[config.mk]
export PLATFORM = sky130hd
export DESIGN_NAME = id_ex_pipe_reg
export DESIGN_NICKNAME = d
export VERILOG_FILES = /design/src/rtl/id_ex_pipe_reg.sv
export SDC_FILE = /design/constraint.sdc
export NUM_CORES = 1
export LEC_CHECK = 0
export CAP_MARGIN = 15
export CORE_ASPECT_RATIO = 0.6
export CORE_MARGIN = 5
export CORE_UTILIZATION = 40
export CTS_CLUSTER_DIAMETER = 30
export DETAILED_ROUTE_END_ITERATION = 8
export PLACE_DENSITY = 0.8
export SYNTH_ARGS = -nofsm -noshare
export SYNTH_HDL_FRONTEND = slang
export SYNTH_SLANG_ARGS = --single-unit
export TNS_END_PERCENT = 100
[constraint.sdc]
create_clock -name clk -period 4.8 [get_ports clk]
set_input_delay 1.2 -clock clk [delete_from_list [all_inputs] [get_ports clk]]
set_output_delay 1.2 -clock clk [all_outputs]
set_load 0.02 [all_outputs]
[src/rtl/id_ex_pipe_reg.sv]
// ID/EX pipeline register with stall, flush, load-use bubble insertion and a
// saturating bubble counter; hazard_stall tells IF/ID to hold during a bubble.
`default_nettype none

module id_ex_pipe_reg #(
  parameter int DATA_W  = 32,
  parameter int REG_AW  = 5,
  parameter int ALUOP_W = 4,
  parameter int CNT_W   = 16
) (
  input  logic               clk,
  input  logic               rst_n,
  input  logic               in_valid,
  input  logic               stall,
  input  logic               flush,
  input  logic               reg_write,
  input  logic               mem_to_reg,
  input  logic               mem_write,
  input  logic               mem_read,
  input  logic               alu_src,
  input  logic               reg_dst,
  input  logic [ALUOP_W-1:0] alu_op,
  input  logic [DATA_W-1:0]  pc_plus4,
  input  logic [DATA_W-1:0]  rd1,
  input  logic [DATA_W-1:0]  rd2,
  input  logic [DATA_W-1:0]  sext,
  input  logic [REG_AW-1:0]  rs,
  input  logic [REG_AW-1:0]  rt,
  input  logic [REG_AW-1:0]  rd,
  output logic               ex_valid,
  output logic               ex_reg_write,
  output logic               ex_mem_to_reg,
  output logic               ex_mem_write,
  output logic               ex_mem_read,
  output logic               ex_alu_src,
  output logic               ex_reg_dst,
  output logic [ALUOP_W-1:0] ex_alu_op,
  output logic [DATA_W-1:0]  ex_pc_plus4,
  output logic [DATA_W-1:0]  ex_rd1,
  output logic [DATA_W-1:0]  ex_rd2,
  output logic [DATA_W-1:0]  ex_sext,
  output logic [REG_AW-1:0]  ex_rs,
  output logic [REG_AW-1:0]  ex_rt,
  output logic [REG_AW-1:0]  ex_rd,
  output logic               hazard_stall,
  output logic [CNT_W-1:0]   bubble_cnt
);

  localparam int CTRL_W = 6 + ALUOP_W;
  localparam int DBUS_W = 4 * DATA_W + 3 * REG_AW;
  localparam logic [CNT_W-1:0] CNT_MAX = {CNT_W{1'b1}};

  logic              valid_q, valid_d;
  logic [CTRL_W-1:0] ctrl_q, ctrl_d;
  logic [DBUS_W-1:0] data_q, data_d;
  logic [CNT_W-1:0]  cnt_q, cnt_d;

  logic [CTRL_W-1:0] ctrl_in;
  logic [DBUS_W-1:0] data_in;
  logic              hazard;

  assign ctrl_in = {reg_write, mem_to_reg, mem_write, mem_read, alu_src, reg_dst, alu_op};
  assign data_in = {pc_plus4, rd1, rd2, sext, rs, rt, rd};

  assign ex_valid = valid_q;
  assign {ex_reg_write, ex_mem_to_reg, ex_mem_write, ex_mem_read,
          ex_alu_src, ex_reg_dst, ex_alu_op} = ctrl_q;
  assign {ex_pc_plus4, ex_rd1, ex_rd2, ex_sext, ex_rs, ex_rt, ex_rd} = data_q;
  assign bubble_cnt = cnt_q;

  // $zero is never a real load destination, so it cannot create a dependency.
  assign hazard = in_valid & valid_q & ex_mem_read & (ex_rt != '0) &
                  ((ex_rt == rs) | (ex_rt == rt));
  assign hazard_stall = hazard & ~flush;

  always_comb begin
    valid_d = valid_q;
    ctrl_d  = ctrl_q;
    data_d  = data_q;
    cnt_d   = cnt_q;
    if (flush) begin
      valid_d = 1'b0;
      ctrl_d  = '0;
    end else if (stall) begin
      valid_d = valid_q;
    end else if (hazard) begin
      valid_d = 1'b0;
      ctrl_d  = '0;
      data_d  = data_in;
      if (cnt_q != CNT_MAX) begin
        cnt_d = cnt_q + CNT_W'(1);
      end
    end else begin
      valid_d = in_valid;
      ctrl_d  = in_valid ? ctrl_in : '0;
      data_d  = data_in;
    end
  end

  always_ff @(posedge clk or negedge rst_n) begin
    if (!rst_n) begin
      valid_q <= 1'b0;
      ctrl_q  <= '0;
      data_q  <= '0;
      cnt_q   <= '0;
    end else begin
      valid_q <= valid_d;
      ctrl_q  <= ctrl_d;
      data_q  <= data_d;
      cnt_q   <= cnt_d;
    end
  end

endmodule

`default_nettype wire

### Word-level counts from Yosys, hierarchy flattened

Index checks and enable logic that the tools add are counted.

| operators by class | value |
|---|---|
| equal/unequal tests | 4 |
| bitwise gates (word level) | 8 |
| divide/modulo/power cells | 0 |
| reduce and logical (&&, ||, !) cells | 3 |
| magnitude comparators | 0 |
| shift-type cells | 0 |
| $mul | 0 |
| add/sub/neg operators | 1 |
| multiplexer cells | 7 |

Operators with widths:

| operator | number |
|---|---|
| 2-to-1 mux 10 bit | 4 |
| adder 16 x 1 -> 16 bit (second input constant) | 1 |
| inequality test 16 bit (second input constant) | 1 |
| equality test 5 bit | 2 |
| AND 1 bit | 5 |
| nonzero test 5 bit | 1 |
| AND reduction 4 bit | 1 |
| 2-to-1 mux 1 bit | 3 |
| inequality test 2 x 1 -> 1 bit (second input constant) | 1 |
| NOT 1 bit | 2 |
| AND reduction 2 bit | 1 |
| OR 1 bit | 1 |

| word-level totals | value |
|---|---|
| bits in read-only memories | 0 |
| logic and storage cells | 27 |
| output and inout bits | 171 |
| flip-flop bits (word level) | 170 |
| bits in latches | 0 |
| bits of input ports | 158 |
| memories | 0 |
| bits in writable memories | 0 |

### Longest topological paths before layout

| depth | value |
|---|---|
| depth after elaboration | 7 |
| gate-level depth with buffers | 7 |
| mapped depth without buffers | 6 |

### Worst setup path after synthesis

Ideal clock, no wire load.

| path | value |
|---|---|
| path type | input to output |
| start point | input rs[4] |
| end point | output hazard_stall |
| stages | 6 |
| setup slack | 1259 ps |
| data required time | 3600 ps |
| path buffers | 1 |
| arrival | 2341 ps |
| cells stage by stage | xnor2_1 nand3_1 o22ai_1 nand2b_2 buf_6 nor2_1 |

| between the ends | value |
|---|---|
| longest elaborated chain between the ends | 4 |

RTL lines:

| item | RTL line | text |
|---|---|---|
| from (decl) | 27 | `input logic [REG_AW-1:0] rs,` |
| equality test 5 bit | 73 | `((ex_rt == rs) \| (ex_rt == rt));` |
| OR 1 bit | 73 |  |
| AND 1 bit | 72 | `assign hazard = in_valid & valid_q & ex_mem_read & (ex_rt != '0) &` |
| AND 1 bit | 74 | `assign hazard_stall = hazard & ~flush;` |
| to (decl) | 45 | `output logic hazard_stall,` |

No other way between the ends.

### Worst setup path in the final report

| path | value |
|---|---|
| start point | input rs[1] |
| end point | output hazard_stall |

The elaborated chain is that of the path after synthesis.

==> results.json <==
{
  "drt_drc_violations_left": 0,
  "share_of_post_route_cells_with_drive_strength_above_1_pct": 4.766,
  "grt_pass1_wl_um": 33690,
  "initial_utilization_pct": 41.29,
  "yosysUniqueCellTypes": 30,
  "grt_start_max_net_pins": 112,
  "instance_count_along_the_most_critical_hold_path": 2,
  "report.power.total_w": 0.003878,
  "netlist_top_cells_area": "sky130_fd_sc_hd__dfrtp_1 62%, sky130_fd_sc_hd__nand2_1 24%, sky130_fd_sc_hd__xnor2_1 3.2%",
  "place.gp.congestion": 0.8314,
  "post-dp-hpwl_um": 15810,
  "final_antenna_violating_net_count": 0,
  "grt-ovfl-total": 0,
  "dominantRegCellSynth": "sky130_fd_sc_hd__dfrtp_1",
  "drt-wirelength-per-cell_um": 16.44,
  "ys.warnings.count": 0,
  "cpMostUsedCell": "sky130_fd_sc_hd__clkdlybuf4s50_1",
  "core_region_area_um2": 16490,
  "synth.net_count": 898,
  "fin_crit_ns": 4.264,
  "timing.hold.worst_endpoint": "data_q[74]$_DFFE_PN0P_",
  "timing.clock.skew_ns": 0.01466,
  "worst_ep_required_time_ns": 3.60,
  "multi_input_comb_area_um2": 2397,
  "outcome": "finished, final reports clean",
  "cts-root-buf": "sky130_fd_sc_hd__clkbuf_16",
  "track_usage_pct": 21.19,
  "synth.avg_cell_area_um2": 9.212,
  "boundaryPins": 329,
  "summed_instance_area_of_the_synthesized_netlist_um2": 6808,
  "tritoncts": "built",
  "final_hold_viol_count": 0,
  "synth_sequential_area_ratio_pct": 62.49,
  "min-delay-start": "data_q[74]$_DFFE_PN0P_",
  "maxClockFrequency_ghz": 0.2345,
  "detail_route.vias_per_cell": 4.664,
  "vias_after_detailed_routing": 6054,
  "worst_slew_pin_slew_ns": 0.7833,
  "final_max_slew_viol_count": 0,
  "ctsHtreeMaxLevel": 4,
  "slowest_delay_ns": 0.61,
  "setup_viol": 0,
  "antenna_found_initial": 0,
  "io_buffer_count": 328,
  "die_x_extent_um": 178.4,
  "detailroute.wirelength.met3_um": 2071,
  "synth_edf_count": 0,
  "fp-row-count": 36,
  "netlist_top_cells_count": "434 x sky130_fd_sc_hd__nand2_1, 170 x sky130_fd_sc_hd__dfrtp_1, 25 x sky130_fd_sc_hd__clkbuf_1, 25 x sky130_fd_sc_hd__xnor2_1, 13 x sky130_fd_sc_hd__nor2b_1",
  "startpoint_type": "primary input",
  "grt_pass1_vias": 6225,
  "routed-wl-met2_um": 9794,
  "yosysTopAreaCellShare_pct": 62.49,
  "post-route-period-util_pct": 88.83,
  "nets": 1216,
  "drt-pass1-iter-count": 4,
  "syn2layout_area_growth_pct": 59.49,
  "die_area_um2": 19810,
  "relSlewSlack_pct": 47.67,
  "reg2reg_from": "data_q[6]$_DFFE_PN0P_",
  "synth.largest_area_cell": "sky130_fd_sc_hd__dfrtp_1",
  "critPathMaxFanout": 2,
  "rsz0062_at_grt": "false",
  "die_h_um": 111.1,
  "holdBufCountCts": 0,
  "topmost_layer_with_routed_signal_wires": "met4",
  "crit_type": "primary input to output port",
  "leakage_power_of_the_design_nw": 5.162,
  "worst_setup_path_end_kind": "output port",
  "cp_slowest_cell": "sky130_fd_sc_hd__clkdlybuf4s50_1",
  "post_cts_gate_resize_count": 0,
  "layout.area.seq_um2": 4254,
  "hp-class": "register to register",
  "synth.ff_latch_count": 170,
  "r2r.worst_path.cells": 6,
  "synthesis.instances": 739,
  "r2r_end": "bubble_cnt[1]$_DFFE_PN0P_",
  "timing.reg2reg.setup_slack_ns": 2.62,
  "clock_latency_ns": 0.41,
  "power_per_unit_of_standard_cell_area_nw_per_um2": 357.2,
  "totalWireLength_um": 21330,
  "fill_cells": 1352,
  "drt_iter0_markers": 420,
  "diodes": 0,
  "max_cap_violations": 0,
  "clock_sink_count": 170,
  "cell_with_the_most_instances_after_synthesis": "sky130_fd_sc_hd__nand2_1",
  "arrival_time_at_the_worst_endpoint_ns": 3.06,
  "vdd_ir_drop_max_uv": 221.9,
  "route.layer.met1.wl_um": 9198,
  "path_clk_slew_ns": 0.06,
  "numCtsBuffers": 17,
  "cts.repair_timing.setup_buffer_count": 0,
  "crit_path_cell_trace": "clkdlybuf4s50_1, xnor2_1, nand2_1, o22ai_1, nand2b_2, nor2_1, clkdlybuf4s50_1",
  "tns_ns": 0,
  "ys_async_sr_fraction_pct": 100.0,
  "clk_path_buf_depth": 2
}
-- registers in the layout, indices dropped and copies added (netlist names) --
register / cells
data_q: 143
bubble_cnt: 16
ctrl_q: 10
ex_valid: 1
-- how the worst max path moves through the flow --
stage	slack (ns)	start	endpoint	depth (start not counted)
CTS	0.54	rs[1]	hazard_stall	7
finish	0.54	rs[1]	hazard_stall	7
floorplan	1.26	rs[4]	hazard_stall	6
global route	0.47	rs[1]	hazard_stall	7
global placement	0.57	rs[1]	hazard_stall	7
detailed placement	0.55	rs[1]	hazard_stall	7
-- final cells by class --
type	count	area share, %
flip-flops and latches	170	39.18
well taps	228	2.627
multi-input cells	530	22.08
repair buffers	336	31.03
inverters	2	0.06914
clock inverters	12	0.9910
clock buffers	20	4.022
-- kinds of logic after synthesis --
group,count (synthesis),share of synthesized area [%]
flip-flops,170,62.49
adder cells (fa/ha/maj),1,0.1838
multiplexers,1,0.1654
AND/OR/NAND/NOR,490,29.41
buffers and inverters,39,2.444
XOR/XNOR,25,3.216
AO/OA/AOI/OAI,13,2.095
-- worst max-delay path: cells and delay by family --
family                 cells  cell delay (ns)
buffers and inverters      2             1.12
AND/OR/NAND/NOR            3             0.30
AO/OA/AOI/OAI              1             0.32
XOR/XNOR                   1             0.12
-- power by group --
part,total (W),switching [W],internal [W]
combinational,0.000929,0.000474,0.000454
sequential,0.00168,0.0000899,0.00159
clock,0.00127,0.000592,0.000681
total,0.00388,0.00116,0.00272
-- cell usage in the layout, fill, tap and decap left out, types with 3 or more instances in the layout --
cell type	count
sky130_fd_sc_hd__a32o_1	11
sky130_fd_sc_hd__and3_1	6
sky130_fd_sc_hd__buf_4	6
sky130_fd_sc_hd__clkbuf_1	3
sky130_fd_sc_hd__clkbuf_16	17
sky130_fd_sc_hd__clkdlybuf4s50_1	327
sky130_fd_sc_hd__clkinv_4	4
sky130_fd_sc_hd__dfrtp_1	170
sky130_fd_sc_hd__inv_6	4
sky130_fd_sc_hd__nand2_1	434
sky130_fd_sc_hd__nand3_1	8
sky130_fd_sc_hd__nand3_2	3
sky130_fd_sc_hd__nand4_1	6
sky130_fd_sc_hd__nand4_2	3
sky130_fd_sc_hd__nor2_1	4
sky130_fd_sc_hd__nor2b_1	13
sky130_fd_sc_hd__nor4_1	3
sky130_fd_sc_hd__xnor2_1	25
-- routing by layer --
layer  vias to the layer above  GRT usage (%)
met1                      2881          28.31
met5                         -              0
li1                       2949              -
met3                        21          8.214
met4                         0          5.008
met2                       203          32.69
-- per-stage QoR --
| stage | std cells | util [%] | cell area (um^2) | setup WS, ns | hold slack (ns) |
|---|---|---|---|---|---|
| global route | 1298 | 65.86 | 10860 | 0.4668 | 0.4884 |
| detailed placement | 1266 | 62.56 | 10310 | 0.5481 | 0.4612 |
| CTS | 1298 | 65.86 | 10860 | 0.5436 | 0.4773 |
| finish | 1298 | 65.86 | 10860 | 0.5360 | 0.4723 |
| floorplan | 739 | - | 6808 | 1.259 | 0.5894 |
| global placement | 1266 | 62.56 | 10310 | 0.5700 | 0.4560 |
Note: power is estimated with default switching activity, not from simulation.
